File: src/rtl/rob_pkg.sv
// Shared ROB-side definitions: tag width, ROB depth and the tag/count types
// used by the ROB, dispatch and the tag free-list.
package rob_pkg;

  localparam int TAG_W     = 5;
  localparam int ROB_DEPTH = 1 << TAG_W;

  typedef logic [TAG_W-1:0] tag_t;
  typedef logic [TAG_W:0]   count_t;

endpackage : rob_pkg

File: src/rtl/tag_fifo.sv
// Free-list of ROB tags: circular buffer whose head feeds dispatch and whose
// tail is refilled by ROB retirement. Reset and Flush restore the identity list.
module tag_fifo #(
  parameter int TAG_W = rob_pkg::TAG_W,
  parameter int DEPTH = rob_pkg::ROB_DEPTH
) (
  input  logic             clock,
  input  logic             reset,
  input  logic             Dispatch_tag_req,
  input  logic             Retire_valid,
  input  logic [TAG_W-1:0] Retire_rd_tag,
  input  logic             Flush,
  output logic [TAG_W-1:0] new_rd_tag,
  output logic             new_rd_tag_valid,
  output logic [TAG_W:0]   Tag_count,
  output logic             Tag_overflow
);

  localparam logic [TAG_W:0]   CNT_FULL = (TAG_W+1)'(DEPTH);
  localparam logic [TAG_W:0]   CNT_ONE  = (TAG_W+1)'(1);
  localparam logic [TAG_W-1:0] PTR_ONE  = TAG_W'(1);

  logic [TAG_W-1:0] r_mem [DEPTH];
  logic [TAG_W-1:0] r_rdPtr;
  logic [TAG_W-1:0] r_wrPtr;
  logic [TAG_W:0]   r_count;
  logic             r_overflow;

  logic w_popAcc;
  logic w_pushAcc;
  logic w_pushDrop;

  // A full list can still take a push when the head leaves in the same cycle.
  assign w_popAcc   = Dispatch_tag_req && (r_count != '0);
  assign w_pushAcc  = Retire_valid && ((r_count != CNT_FULL) || w_popAcc);
  assign w_pushDrop = Retire_valid && !w_pushAcc;

  always_ff @(posedge clock or negedge reset) begin
    if (!reset) begin
      for (int i = 0; i < DEPTH; i++) r_mem[i] <= TAG_W'(i);
      r_rdPtr    <= '0;
      r_wrPtr    <= '0;
      r_count    <= CNT_FULL;
      r_overflow <= 1'b0;
    end else if (Flush) begin
      for (int i = 0; i < DEPTH; i++) r_mem[i] <= TAG_W'(i);
      r_rdPtr    <= '0;
      r_wrPtr    <= '0;
      r_count    <= CNT_FULL;
      r_overflow <= 1'b0;
    end else begin
      if (w_popAcc) r_rdPtr <= r_rdPtr + PTR_ONE;
      if (w_pushAcc) begin
        r_mem[r_wrPtr] <= Retire_rd_tag;
        r_wrPtr        <= r_wrPtr + PTR_ONE;
      end
      if (w_pushAcc && !w_popAcc)      r_count <= r_count + CNT_ONE;
      else if (!w_pushAcc && w_popAcc) r_count <= r_count - CNT_ONE;
      if (w_pushDrop) r_overflow <= 1'b1;
    end
  end

  assign new_rd_tag       = r_mem[r_rdPtr];
  assign new_rd_tag_valid = (r_count != '0);
  assign Tag_count        = r_count;
  assign Tag_overflow     = r_overflow;

endmodule : tag_fifo

File: config.mk
export PLATFORM = sky130hd
export DESIGN_NAME = tag_fifo
export DESIGN_NICKNAME = d
export VERILOG_FILES = /design/src/rtl/rob_pkg.sv /design/src/rtl/tag_fifo.sv
export SDC_FILE = /design/constraint.sdc
export NUM_CORES = 1
export LEC_CHECK = 0
export CORE_ASPECT_RATIO = 1.2
export CORE_MARGIN = 1.5
export CORE_UTILIZATION = 35
export DETAILED_ROUTE_END_ITERATION = 10
export PLACE_DENSITY_LB_ADDON = 0.25
export REMOVE_ABC_BUFFERS = 1
export SLEW_MARGIN = 20
export SYNTH_ARGS = -nofsm -noshare
export SYNTH_HDL_FRONTEND = slang
export SYNTH_SLANG_ARGS = --single-unit
File: constraint.sdc
create_clock -name clock -period 5.3 [get_ports clock]
set_input_delay 1.06 -clock clock [delete_from_list [all_inputs] [get_ports clock]]
set_output_delay 1.06 -clock clock [all_outputs]
set_load 0.01 [all_outputs]
==> impl_metrics.py, run 1 <==
metrics = {
    "layout": {
        "multi_input_area_um2": 4528,
        "area_delta_synth_final_pct": 11.86,
        "drive_above_1_share_pct": 19.15,
        "seq_area_um2": 4534,
        "fin_area_um2": 10520,
        "fillCellCount": 2609,
        "n_antenna_cell": 0,
        "layout.nets": 968,
    },
    "grt": {
        "met1_usage_pct": 25.29,
        "track_usage_pct": 19.41,
        "busiest_layer": "met2",
        "grt_use_met3_pct": 2.731,
        "grt_pass1_wl_um": 42260,
        "grt_antenna_before_repair": 0,
        "grt_max_degree": 134,
        "grtUsageMet2_pct": 33.06,
        "grt_pass1_vias": 7237,
        "grt-ovfl-total": 0,
    },
    "critical_path": {
        "worstSetupEndpointType": "output pin",
        "worstSetupPathType": "reg2out",
        "r2r_slack_ns": 1.79,
        "slowest_stage": "dfrtp_1",
        "rr_worst_depth": 9,
        "crit_fanout": 14,
        "cpMostUsedCell": "mux4_2",
        "crit_path_max_incr_delay_ns": 0.80,
        "r2r_start": "Tag_count[0]$_DFFE_PN0P_",
        "required_ns": 4.24,
        "r2r-end": "Tag_count[5]$_DFFE_PN1P_",
        "crit_chain": "buf_12 > mux4_2 > mux4_2 > nand2_1 > nand3_1 > clkdlybuf4s50_1",
        "arrival_ns": 3.23,
        "startpoint_type": "register",
    },
    "pwr": {
        "power.leakage_nw": 3.875,
        "max-vdd-ir-drop_mv": 0.1925,
        "power.density_nw_per_um2": 323.3,
    },
    "routing": {
        "route.antenna.remaining_nets": 0,
        "wl_per_cell_um": 20.39,
        "vias": 7223,
        "detail_route.first_pass.iterations": 5,
        "viasPerCell": 5.573,
        "routed_wl_um": 26420,
        "drc": 0,
        "dr.first_iter.drc_count": 529,
    },
    "clocking": {
        "cts_tree": "built",
        "cts_root_buffer": "clkbuf_16",
        "clkTransAtPathRegs_ns": 0.07,
        "worstSkewPairLatency_ns": 0.45,
        "cts_buffers": 17,
        "cts_buffer_depth": 2,
        "h-tree-depth": 4,
        "clock_sinks": 177,
        "ctsHoldBuffers": 0,
        "postCtsSetupBuffers": 0,
        "ctsResizeCount": 0,
    },
    "logic_synthesis": {
        "synth_edf_count": 0,
        "synthFlopType": "dfrtp_1",
        "seq_area_frac_synth_pct": 48.18,
        "synthArstFlopShare_pct": 100.0,
        "yosys_warnings": 0,
        "synth_largest_area_cell": "dfrtp_1",
        "syn_area_per_cell_um2": 9.664,
        "synth_area_leaders": "dfrtp_1 (26%), dfstp_2 (23%), nand2_1 (6.7%), mux4_2 (6.0%), nand3_1 (5.3%)",
        "yosysTopAreaCellShare_pct": 25.55,
        "synth.top_cells.by_count": "nand2_1 (167), nand3_1 (99), dfrtp_1 (96), a21oi_1 (93), dfstp_2 (81)",
        "synth_cells": 973,
        "synth-seq-cells": 177,
        "synthesis.area_um2": 9403,
        "synthDistinctLibCells": 51,
        "synth.most_common_cell": "nand2_1",
    },
    "placement": {
        "gp_congestion": 0.8243,
        "dpl_worst_slack_ns": 1.387,
        "numPortBuffers": 22,
        "place_area_um2": 9928,
        "post-dp-hpwl_um": 16690,
    },
    "worst_hold_path": {
        "hold_start": "r_mem[130]$_DFFE_PN1P_",
        "worstHoldEndpoint": "r_mem[130]$_DFFE_PN1P_",
        "hold_path.class": "reg2reg",
        "min_path_cells": 2,
    },
    "die": {
        "placementRows": 65,
        "core-area_um2": 26350,
        "fp.dieArea_um2": 27860,
        "die_h_um": 182.6,
        "die_w_um": 152.6,
        "initial_core_util_pct": 35.68,
        "pin_count": 23,
    },
    "sta": {
        "maxSlewViolCount": 0,
        "rsz0062_at_grt": "false",
        "max_slew_margin_pct": 34.11,
        "period_needed_ns": 4.290,
        "finClkSkew_ns": 0.01059,
        "worst_slew_pin_slew_ns": 0.9883,
        "setup_ws_ns": 1.010,
        "fin_tns_setup_ns": 0,
        "fmax_mhz": 233.1,
        "fin_crit_sh_pct": 80.95,
        "setup_viol": 0,
        "hold_viol": 0,
    },
    "job": {
        "drv_cap": 0,
    },
    "outcome": {
        "status": "finished, final reports clean",
    },
}
worst max path at each step:
stage	from	to	depth (start not counted)
after global placement	Retire_valid	Tag_count[5]$_DFFE_PN1P_	9
after global routing	r_rdPtr[0]$_DFFE_PN0P_	new_rd_tag[4]	6
after CTS	r_rdPtr[0]$_DFFE_PN0P_	new_rd_tag[1]	6
after detailed placement	Retire_valid	Tag_count[5]$_DFFE_PN1P_	9
final	r_rdPtr[0]$_DFFE_PN0P_	new_rd_tag[1]	6
after floorplan	r_rdPtr[1]$_DFFE_PN0P_	new_rd_tag[0]	4
logic make-up after synthesis:
family | count (synthesis) | share of synthesized area [%]
xor gates and xnor gates | 6 | 0.5589
adders and majority gates | 10 | 1.411
buffers and inverters | 97 | 4.112
DFF | 177 | 48.18
muxes | 71 | 10.95
and+or+nand+nor | 401 | 20.92
AOI/OAI and AO/OA | 211 | 13.87
power by group:
group          internal, mW  total [mW]  switching [mW]
clock network         0.696        1.27           0.576
logic                 0.273       0.655           0.382
registers              1.39        1.47          0.0781
registers in the layout (all words and copies together) (netlist names):
signal        flops
r_wrPtr           5
Tag_overflow      1
Tag_count         6
r_mem           160
r_rdPtr           5
through the flow:
step | hold slack [ns] | util [%] | instances | power, mW
2_1_floorplan | 0.4619 | - | 884 | 1.849
4_1_cts | 0.4873 | 39.91 | 1296 | 3.440
3_3_place_gp | 0.4703 | 37.68 | 1264 | 2.148
5_1_grt | 0.4958 | 39.91 | 1296 | 3.552
3_5_place_dp | 0.4769 | 37.68 | 1264 | 2.158
6_report | 0.4832 | 39.91 | 1296 | 3.400
layout make-up:
class / count / area share [%]
tap: 335 / 3.985
timing repair buffer: 45 / 3.961
inverter: 8 / 0.2855
sequential: 177 / 43.11
multi-input combinational: 699 / 43.05
clock buffer: 20 / 4.449
clock inverter: 12 / 1.154
placed cells by master (no fill, tap or decap), drive strengths merged, types with 3 or more instances in the layout:
cell type / Yosys / routed
nand2: 167 / 167
nand3: 99 / 99
dfrtp: 96 / 96
a21oi: 93 / 93
dfstp: 81 / 81
o21ai: 56 / 56
nand3b: 54 / 54
mux2i: 41 / 41
nor2b: 32 / 32
nor2: 29 / 29
a211o: 28 / 28
mux4: 25 / 25
buf: 21 / 25
clkdlybuf4s50: 0 / 20
clkbuf: 68 / 20
inv: 8 / 12
a22oi: 10 / 10
ha: 9 / 9
mux2: 5 / 5
clkinv: 0 / 5
nor3: 5 / 5
o311a: 4 / 4
xor2: 4 / 4
o311ai: 4 / 4
nor3b: 3 / 3
a21o: 3 / 3
worst max-delay path: cells and delay by family (launching register included):
family | cells | cell delay [ns]
buffers and inverters | 2 | 0.75
flip-flops | 1 | 0.80
multiplexers | 2 | 1.01
AND/OR/NAND/NOR | 2 | 0.22
routing by layer:
layer | wire length (um) | vias up
li1 | - | 3391
met1 | 11530 | 3645
met2 | 13450 | 149
met3 | 835 | 38
met4 | 609 | 0
met5 | 0 | -
Power figures use the tool's default switching activity.
==> run 2, diff against run 1 <==
==> constraint.sdc (replaced) <==
create_clock -name clock -period 4.3 [get_ports clock]
set_input_delay 0.86 -clock clock [delete_from_list [all_inputs] [get_ports clock]]
set_output_delay 0.86 -clock clock [all_outputs]
set_load 0.01 [all_outputs]
==> run 2 against run 1 <==
Effect of this change: sequential share of layout area shrank 0.25 points; core utilization grew 0.23 points; register-to-register slack worse by 0.94 ns; routed wire length shrank 3.8%; via count up 0.19%; non-clock buffer count is 7 higher; sequential power is 22% higher; final cell count rose by 0.54%; combinational power is 27% higher; critical path depth is the same; clock skew is 0.0021 ns lower; first-iteration DRC count up 2.6%; critical path type unchanged.
==> impl_metrics.py, run 2 (synthesis gave the netlist of run 1 again) <==
metrics = {
    "critical_path": {
        "worstSetupEndpointType": "output pin",
        "startpoint_type": "register",
        "required_ns": 3.44,
        "rr_worst_depth": 9,
        "worstSetupPathType": "reg2out",
        "r2r_slack_ns": 0.85,
        "r2r_start": "Tag_count[0]$_DFFE_PN0P_",
        "crit_fanout": 16,
        "arrival_ns": 2.92,
        "crit_path_max_incr_delay_ns": 0.60,
        "cpMostUsedCell": "mux4_2",
        "slowest_stage": "mux4_2",
        "endpoint": "new_rd_tag[0]",
        "r2r-end": "Tag_count[5]$_DFFE_PN1P_",
        "crit_chain": "buf_4 > mux4_2 > mux4_2 > nand2_1 > nand3_1 > clkdlybuf4s50_1",
        "crit_start": "r_rdPtr[0]$_DFFE_PN0P_",
    },
    "clocking": {
        "cts_buffer_depth": 2,
        "cts_root_buffer": "clkbuf_16",
        "worstSkewPairLatency_ns": 0.43,
        "ctsHoldBuffers": 0,
        "postCtsSetupBuffers": 0,
        "ctsResizeCount": 0,
        "clock_sinks": 177,
        "cts_buffers": 17,
        "clkTransAtPathRegs_ns": 0.07,
        "cts_tree": "built",
        "h-tree-depth": 4,
    },
    "sta": {
        "fin_crit_sh_pct": 87.87,
        "hold_viol": 0,
        "setup_ws_ns": 0.5217,
        "rsz0062_at_grt": "false",
        "fin_tns_setup_ns": 0,
        "worst_slew_pin_slew_ns": 0.9110,
        "max_slew_margin_pct": 39.26,
        "finClkSkew_ns": 0.008512,
        "maxSlewViolCount": 0,
        "setup_viol": 0,
        "period_needed_ns": 3.778,
        "fmax_mhz": 264.7,
    },
    "die": {
        "fp.dieArea_um2": 27860,
        "placementRows": 65,
        "initial_core_util_pct": 35.68,
        "die_w_um": 152.6,
        "pin_count": 23,
        "core-area_um2": 26350,
        "die_h_um": 182.6,
    },
    "layout": {
        "layout.nets": 975,
        "largest_reg_flops": 160,
        "multi_input_area_um2": 4528,
        "seq_area_um2": 4534,
        "fillCellCount": 2610,
        "fin_area_um2": 10580,
        "final_cell_mix": "nand2_1 (167), nand3_1 (99), dfrtp_1 (95)",
        "area_delta_synth_final_pct": 12.51,
        "layout_commonest_cell": "nand2_1",
        "top_register": "r_mem",
        "drive_above_1_share_pct": 19.42,
        "n_antenna_cell": 0,
    },
    "grt": {
        "grt-ovfl-total": 0,
        "grt_max_degree": 93,
        "grt_pass1_vias": 7374,
        "grt_antenna_before_repair": 0,
        "track_usage_pct": 18.80,
        "grt_pass1_wl_um": 41610,
    },
    "pwr": {
        "max-vdd-ir-drop_mv": 0.2130,
        "power.leakage_nw": 3.918,
        "power.density_nw_per_um2": 400.9,
    },
    "worst_hold_path": {
        "hold_path.class": "reg2reg",
    },
    "routing": {
        "wl_per_cell_um": 19.51,
        "route.antenna.remaining_nets": 0,
        "routed_wl_um": 25420,
        "viasPerCell": 5.554,
        "dr.first_iter.drc_count": 543,
        "detail_route.first_pass.iterations": 5,
        "vias": 7237,
        "drc": 0,
    },
    "placement": {
        "gp_congestion": 0.7934,
        "dpl_worst_slack_ns": 0.7854,
        "numPortBuffers": 22,
        "post-dp-hpwl_um": 15520,
        "place_area_um2": 9981,
    },
    "outcome": {
        "status": "finished, final reports clean",
    },
    "job": {
        "drv_cap": 0,
    },
}
[run 2: worst min-delay path by stage]
stage | end | startpoint | cells after the start
3_5_place_dp | r_mem[120]$_DFFE_PN1P_ | r_mem[120]$_DFFE_PN1P_ | 2
2_1_floorplan | r_mem[106]$_DFFE_PN1P_ | r_mem[106]$_DFFE_PN1P_ | 2
3_3_place_gp | r_mem[66]$_DFFE_PN1P_ | r_mem[66]$_DFFE_PN1P_ | 2
4_1_cts | r_mem[120]$_DFFE_PN1P_ | r_mem[120]$_DFFE_PN1P_ | 2
6_report | r_mem[126]$_DFFE_PN1P_ | r_mem[126]$_DFFE_PN1P_ | 2
5_1_grt | r_mem[130]$_DFFE_PN1P_ | r_mem[130]$_DFFE_PN1P_ | 2
[run 2: layout make-up]
cell class	count	area share (%)
inverter	8	0.2839
multi-input combinational	699	42.80
clock buffer	23	4.423
timing repair buffer	52	4.435
clock inverter	9	1.230
sequential	177	42.86
tap	335	3.962
[run 2: report_power, final]
part	leakage [nW]	internal [mW]	switching (mW)
combinational	1.45	0.343	0.488
sequential	2.18	1.72	0.0779
clock	0.292	0.946	0.666
total	3.92	3.01	1.23
[run 2: per-stage QoR]
stage | util, % | power [mW] | hold slack [ns] | cells
global placement | 37.88 | 2.660 | 0.4702 | 1271
global route | 40.15 | 4.420 | 0.5024 | 1303
floorplan | - | 2.279 | 0.4619 | 884
CTS | 40.15 | 4.283 | 0.4876 | 1303
detailed placement | 37.88 | 2.664 | 0.4775 | 1271
finish | 40.15 | 4.241 | 0.4838 | 1303
[run 2: metal layers]
metal	global-route usage (%)	share of wire [%]	up-vias
met5	0	0	-
met4	5.615	1.8	0
met3	3.230	3.3	35
met2	31.69	50	131
met1	24.74	45	3671
li1	-	-	3400
[run 2: critical path: cells and delay by family, from the launching register on]
kind | cells | cell delay [ns]
AND/OR/NAND/NOR | 2 | 0.26
buffers and inverters | 2 | 0.82
multiplexers | 2 | 1.06
flip-flops | 1 | 0.35
